**config.mk**
```make
export PLATFORM = sky130hd
export DESIGN_NAME = pipelined_hamming_count
export DESIGN_NICKNAME = d
export VERILOG_FILES = /design/src/rtl/pipelined_hamming_count.sv
export SDC_FILE = /design/constraint.sdc
export NUM_CORES = 1
export LEC_CHECK = 0
export ABC_AREA = 1
export BUFFER_PORTS_ARGS = -buffer_cell sky130_fd_sc_hd__buf_4
export CAP_MARGIN = 40
export CELL_PAD_IN_SITES_DETAIL_PLACEMENT = 1
export CELL_PAD_IN_SITES_GLOBAL_PLACEMENT = 1
export CORE_AREA = 2 2 78 154
export DETAILED_ROUTE_END_ITERATION = 8
export DIE_AREA = 0 0 80 156
export PLACE_DENSITY = 0.79
export RECOVER_POWER = 50
export SLEW_MARGIN = 20
export SYNTH_ARGS = -nofsm -noshare
export SYNTH_HDL_FRONTEND = slang
export SYNTH_SLANG_ARGS = --single-unit
```
**constraint.sdc**
```tcl
create_clock -name clk -period 4.7 [get_ports clk]
set_clock_uncertainty 0.15 [all_clocks]
set_input_delay 0.235 -clock clk [delete_from_list [all_inputs] [get_ports clk]]
set_output_delay 0.235 -clock clk [all_outputs]
set_load 0.05 [all_outputs]
```
**src/rtl/pipelined_hamming_count.sv**
```systemverilog
// Pipelined set-bit / Hamming-distance counter. Optional macro HAMMING_COUNT_THRESH_EN adds thresh/out_below.
// Latency 2 + ceil(log2(ceil(WIDTH/CHUNK))) cycles, one result per cycle.
// Backpressure: global stall, in_ready = !out_valid || out_ready; all stages hold together.
module pipelined_hamming_count #(
    parameter int WIDTH = 32,
    parameter int CHUNK = 8,
    parameter int TAG_W = 8,
    parameter int OUT_W = $clog2(WIDTH + 1)
) (
    input  logic             clk,
    input  logic             rst,
    input  logic             in_valid,
    output logic             in_ready,
    input  logic             in_mode,
    input  logic [WIDTH-1:0] in_a,
    input  logic [WIDTH-1:0] in_b,
    input  logic [TAG_W-1:0] in_tag,
    output logic             out_valid,
    input  logic             out_ready,
    output logic [OUT_W-1:0] out_count,
    output logic [TAG_W-1:0] out_tag
`ifdef HAMMING_COUNT_THRESH_EN
    ,
    input  logic [OUT_W-1:0] thresh,
    output logic             out_below
`endif
);

    localparam int NCHUNK = (WIDTH + CHUNK - 1) / CHUNK;
    localparam int NLVL   = (NCHUNK > 1) ? $clog2(NCHUNK) : 0;
    localparam int PADW   = NCHUNK * CHUNK;

    // Width of a tree level l partial sum: its worst case is min(CHUNK*2^l, WIDTH).
    function automatic int sum_w(input int l);
        int m;
        m = CHUNK << l;
        if (m > WIDTH) m = WIDTH;
        return $clog2(m + 1);
    endfunction

    logic             w_adv;
    logic [WIDTH-1:0] w_sel;
    logic [PADW-1:0]  w_pad;
    logic             r_out_vld;
    logic [OUT_W-1:0] r_out_count;
    logic [TAG_W-1:0] r_out_tag;

    assign w_adv    = !r_out_vld || out_ready;
    assign in_ready = w_adv;
    assign w_sel    = in_mode ? (in_a ^ in_b) : in_a;
    assign w_pad    = PADW'(w_sel);

    for (genvar l = 0; l <= NLVL; l++) begin : g_lvl
        localparam int N = (NCHUNK + (1 << l) - 1) >> l;
        localparam int W = sum_w(l);

        logic [W-1:0]     r_sum [N];
        logic             r_vld;
        logic [TAG_W-1:0] r_tag;
        logic [W-1:0]     w_sum [N];
        logic             w_vld;
        logic [TAG_W-1:0] w_tag;

        if (l == 0) begin : g_leaf
            always_comb begin
                logic [W-1:0] w_acc;
                for (int j = 0; j < N; j++) begin
                    w_acc = '0;
                    for (int b = 0; b < CHUNK; b++) begin
                        w_acc = w_acc + W'(w_pad[j*CHUNK+b]);
                    end
                    w_sum[j] = w_acc;
                end
            end
            assign w_vld = in_valid;
            assign w_tag = in_tag;
        end else begin : g_node
            localparam int NP = (NCHUNK + (1 << (l - 1)) - 1) >> (l - 1);
            for (genvar j = 0; j < N; j++) begin : g_add
                // An unpaired last element is carried up unchanged.
                if (2*j + 1 < NP) begin : g_pair
                    assign w_sum[j] = W'(g_lvl[l-1].r_sum[2*j]) + W'(g_lvl[l-1].r_sum[2*j+1]);
                end else begin : g_pass
                    assign w_sum[j] = W'(g_lvl[l-1].r_sum[2*j]);
                end
            end
            assign w_vld = g_lvl[l-1].r_vld;
            assign w_tag = g_lvl[l-1].r_tag;
        end

        always_ff @(posedge clk or negedge rst) begin
            if (!rst) begin
                r_vld <= 1'b0;
                r_tag <= '0;
                for (int j = 0; j < N; j++) r_sum[j] <= '0;
            end else if (w_adv) begin
                r_vld <= w_vld;
                r_tag <= w_tag;
                for (int j = 0; j < N; j++) r_sum[j] <= w_sum[j];
            end
        end
    end

    always_ff @(posedge clk or negedge rst) begin
        if (!rst) begin
            r_out_vld   <= 1'b0;
            r_out_count <= '0;
            r_out_tag   <= '0;
        end else if (w_adv) begin
            r_out_vld   <= g_lvl[NLVL].r_vld;
            r_out_count <= OUT_W'(g_lvl[NLVL].r_sum[0]);
            r_out_tag   <= g_lvl[NLVL].r_tag;
        end
    end

`ifdef HAMMING_COUNT_THRESH_EN
    logic r_out_below;

    always_ff @(posedge clk or negedge rst) begin
        if (!rst) begin
            r_out_below <= 1'b0;
        end else if (w_adv) begin
            r_out_below <= (OUT_W'(g_lvl[NLVL].r_sum[0]) <= thresh);
        end
    end

    assign out_below = r_out_below;
`endif

    assign out_valid = r_out_vld;
    assign out_count = r_out_count;
    assign out_tag   = r_out_tag;

endmodule

```
## Word-level counts from Yosys, hierarchy flattened

Index checks and enable logic that the tools add are counted.

| word-level totals | value |
|---|---|
| bits in latches | 0 |
| output and inout port bits | 16 |
| bits of input ports | 77 |
| word-level logic and storage cells | 51 |
| bits in read-only memories | 0 |
| bits in writable memories | 0 |
| bits in registers | 74 |
| memories | 0 |

| cells by class | value |
|---|---|
| bitwise operators | 1 |
| order comparisons | 0 |
| div/mod/pow operators | 0 |
| $add $sub $neg | 31 |
| multiply operators | 0 |
| eq/ne operators | 0 |
| reductions and logical operators | 2 |
| multiplexer cells | 1 |
| shift operators | 0 |

Operators by type and width:

| operator | count |
|---|---|
| $add 4x1->4 | 16 |
| $mux 32 | 1 |
| $xor 32x32->32 | 1 |
| $add 3x1->4 | 4 |
| $add 2x1->3 | 4 |
| $add 4x4->5 | 2 |
| $add 1x1->2 | 4 |
| $add 5x5->6 | 1 |
| $logic_not 1->1 | 1 |
| $logic_or 1x1->1 | 1 |

## Logic depth before layout (Yosys ltp)

| logic depth | value |
|---|---|
| depth in word-level cells | 9 |
| depth in mapped cells | 15 |
| gate-level depth less buffers | 14 |

## Least setup slack after synthesis

Ideal clock, no wire load.

| timing path | value |
|---|---|
| kind | input -> register |
| start | input port in_mode |
| end | register g_lvl[0].r_sum[5] (netlist name) |
| data arrival time | 3.106 ns |
| setup time | 0.083 ns |
| data required time | 4.467 ns |
| slack | 1.361 ns |
| stages on the path | 13 |
| buffers on the path | 1 |
| cell sequence | buf_2 > nand2_1 > xor2_1 > fa_1 > inv_1 > fa_1 > inv_1 > fa_1 > inv_1 > ha_1 > inv_1 > fa_1 > o21ai_0 |

| on the way | value |
|---|---|
| cells in the longest elaborated chain, start to end | 8 |

Ends and longest elaborated chain:

| item | RTL line | RTL |
|---|---|---|
| from (decl) | 14 | `input logic in_mode,` |
| $mux 32 (*) | 50 | `assign w_sel = in_mode ? (in_a ^ in_b) : in_a;` |
| $add 1x1->2 | 70 | `w_acc = w_acc + W'(w_pad[j*CHUNK+b]);` |
| $add 2x1->3 | 70 |  |
| $add 3x1->4 | 70 |  |
| $add 4x1->4 (3 in series) | 70 |  |
| $add 4x1->4 (*) | 70 |  |
| to (decl) | 57 | `logic [W-1:0] r_sum [N];` |

Mark *: on every way between the ends. The rest lies on a longest branch, timed or not.
A chain may end at the register's enable or synchronous reset.

## Worst setup path in the final report

| timing path | value |
|---|---|
| start | input port in_mode |
| end | register g_lvl[0].r_sum[6] (netlist name) |

The elaborated chain is that of the path after synthesis.

==> impl_metrics.py <==
metrics = {
    "setup_path": {
        "r2r_setup_slack_ps": 2860,
        "crit_type": "in -> reg",
        "crit_arrival_ps": 3440,
        "cp_max_fo": 32,
        "critPathRequiredTime_ps": 4730,
        "cp-end-kind": "flop",
        "crit_path_start_kind": "primary input",
    },
    "routing": {
        "drt_iter0_drc": 119,
        "drt-total-wl_um": 9940,
        "vias": 3529,
        "viasPerCell": 4.69,
        "wl_per_cell_um": 13.2,
        "ant_nets": 0,
        "drc": 0,
        "first_pass_iters": 4,
    },
    "synth": {
        "synth_largest_area_cell": "dfrtp_1",
        "synth_xor_area_share_pct": 7.35,
        "syn_area_um2": 4410,
        "synth_compound_area_share_pct": 5.10,
        "avgSynthCellArea_um2": 8.65,
        "async_reset_ff_share_pct": 100,
        "syn_nets": 631,
        "synth_top_area_share_pct": 42.0,
        "synth_mux_area_share_pct": 0,
        "ys_seq_elements": 74,
        "synth_top_family_by_area": "simple AND/OR/NAND/NOR gates",
        "synth_seq_area_share_pct": 42.0,
        "syn_inst": 510,
        "yosys-top-cells-count": "nand2_1, dfrtp_1, inv_1",
        "synth_area_leaders": "dfrtp_1, nand2_1, fa_1, ha_1, inv_1",
        "synth_simple_gate_area_share_pct": 19.8,
        "synth_adder_area_share_pct": 15.7,
        "synth_cell_types": 23,
        "synth_most_common_cell": "nand2_1",
        "synth_edf_count": 0,
        "yosys_warnings": 0,
        "synth_ff_type": "dfrtp_1",
    },
    "placed_design": {
        "dp_hpwl_um": 7430,
        "portBuffers": 92,
        "gp_congestion": 0.748,
        "dp.cells": 728,
    },
    "sta": {
        "hold_viol": 0,
        "setup_viol": 0,
        "fin_crit_sh_pct": 72.6,
        "grt_setup_unrepaired": "false",
        "drv_slew": 0,
        "maxSlewHeadroom_pct": 22.6,
        "fin_crit_ps": 3410,
        "hold_slack_ps": 186,
        "worst_slew_pin_slew_ps": 1160,
        "setup-tns-final_ps": 0,
        "fmax_ghz": 0.293,
    },
    "clocking": {
        "cts_root_buf": "clkbuf_16",
        "clkTransAtPathRegs_ps": 50,
        "clk_latency_ps": 330,
        "htree_num_levels": 3,
        "clock_path_buffers": 2,
        "cts_tree": "done",
        "tritoncts.num_buffers": 9,
        "cts_sinks": 74,
    },
    "power_and_ir_drop": {
        "p_leak_uw": 0.00293,
        "p_total_uw": 3410,
        "pwr-share-comb_pct": 47.0,
        "p_int_uw": 1980,
        "power_density_nw_per_um2": 617,
        "power_switching_uw": 1430,
        "swShare_pct": 42.1,
        "peakVddDrop_mv": 0.492,
        "seqPwrFrac_pct": 32.5,
        "pwr-share-clk_pct": 20.5,
    },
    "die": {
        "row_count": 55,
        "start_util_pct": 39.1,
        "io_pins": 93,
        "die_x_um": 80,
        "core_um2": 11300,
        "die_y_um": 156,
        "die_area_um2": 12500,
    },
    "flow_run": {
        "cap_violations": 0,
    },
    "final_layout": {
        "drive_gt1_share_pct": 17.5,
        "fillCellCount": 1365,
        "final_cells": 753,
        "fin_nets": 728,
        "final_util_pct": 49.0,
        "syn2layout_area_growth_pct": 25.3,
        "num_antenna_cells": 0,
    },
    "grt": {
        "grt_pass1_vias": 3768,
        "grtUsageTotal_pct": 16.8,
        "grt_pass1_wl_um": 16400,
        "grt_overflow": 0,
        "antenna_found_initial": 0,
        "grt_start_max_net_pins": 84,
    },
    "hold_path": {
        "hold_class": "in -> reg",
    },
    "status": {
        "outcome": "completed",
    },
}
state kept, by name, summed over array words and instances, names as in the netlist:
register	cells
g_lvl.r_sum	32
g_lvl.r_tag	24
out_tag	8
out_count	6
g_lvl.r_vld	3
out_valid	1
worst max-delay path: stages:
cell and delay (ps):
buf_4 260, nand2_1 110, xnor2_1 170, inv_1 70, fa_1 510, inv_1 60
fa_1 540, inv_1 60, fa_1 460, inv_1 90, ha_1 170, inv_1 60
fa_1 390, xor2_1 170, o21ai_0 100
what timing repair did:
item	CTS	global route
endpoints found under the setup margin	0	0
hold buffers	10	0
setup buffers	0	0
hold endpoints to repair	83	0
resized for setup	0	0
final cells by class:
class	instances	area [µm²]	share of cell area [%]
multi-input combinational	348	2120	38.3
timing repair buffer	105	816	14.8
clock inverter	2	35.0	0.634
clock buffer	13	270	4.89
inverter	69	259	4.69
tap	142	178	3.21
sequential	74	1850	33.5
stage by stage:
| stage | cell area, µm² | setup slack (ps) |
|---|---|---|
| after floorplan | 4410 | 1360 |
| after global placement | 5100 | 1150 |
| after detailed placement | 5150 | 886 |
| after CTS | 5560 | 1250 |
| after global routing | 5530 | 1100 |
| final | 5530 | 1290 |
final timing paths:
| kind | startpoint | cells after the start | endpoint |
|---|---|---|---|
| setup / recovery | in_mode | 15 | g_lvl[0].r_sum[6] |
| max in group asynchronous | rst | 3 | g_lvl[0].r_tag[7] |
| hold reg to reg | g_lvl[2].r_vld | 2 | out_valid |
| setup reg to reg | out_valid | 6 | g_lvl[0].r_sum[7] |
| min in group asynchronous | rst | 2 | out_count[1] |
| hold / removal | in_a[18] | 5 | g_lvl[0].r_sum[4] |
cells in the final DEF, fill, tap and decap left out, types with 3 or more instances in the layout:
| master | Yosys | layout |
|---|---|---|
| dlygate4sd3_1 | 0 | 10 |
| fa_1 | 19 | 19 |
| inv_1 | 68 | 69 |
| clkbuf_16 | 0 | 9 |
| clkbuf_1 | 2 | 9 |
| or2_2 | 3 | 3 |
| xor2_1 | 17 | 17 |
| ha_1 | 25 | 25 |
| clkbuf_8 | 0 | 3 |
| nand3_1 | 10 | 10 |
| o21ai_0 | 32 | 32 |
| nor2_1 | 10 | 10 |
| xnor2_1 | 20 | 20 |
| nand2_1 | 198 | 198 |
| buf_4 | 0 | 85 |
| a21oi_1 | 8 | 8 |
| dfrtp_1 | 74 | 74 |
power groups by stage:
stage | Sequential (µW) | Clock, µW | Combinational (µW)
6_report | 1110 | 699 | 1600
5_1_grt | 1140 | 740 | 1830
4_1_cts | 1120 | 716 | 1670
3_5_place_dp | 1120 | 0 | 1630
3_3_place_gp | 1100 | 0 | 1500
2_1_floorplan | 1280 | 0 | 1020
metal layers:
layer	vias up	wire length [µm]	global-route usage, %	share of wire [%]
met5	-	0	0	0
met4	0	163	5.81	1.6
met3	14	360	3.01	3.6
met2	89	5850	33.4	59
met1	1695	3570	16.8	36
li1	1731	-	-	-
cells by family after synthesis:
kind of cell | after synthesis
compound gates | 43
simple gates | 224
buf+inv | 88
xor+xnor | 37
fa+ha+maj | 44
flops | 74
Note: power is estimated with default switching activity, not from simulation.
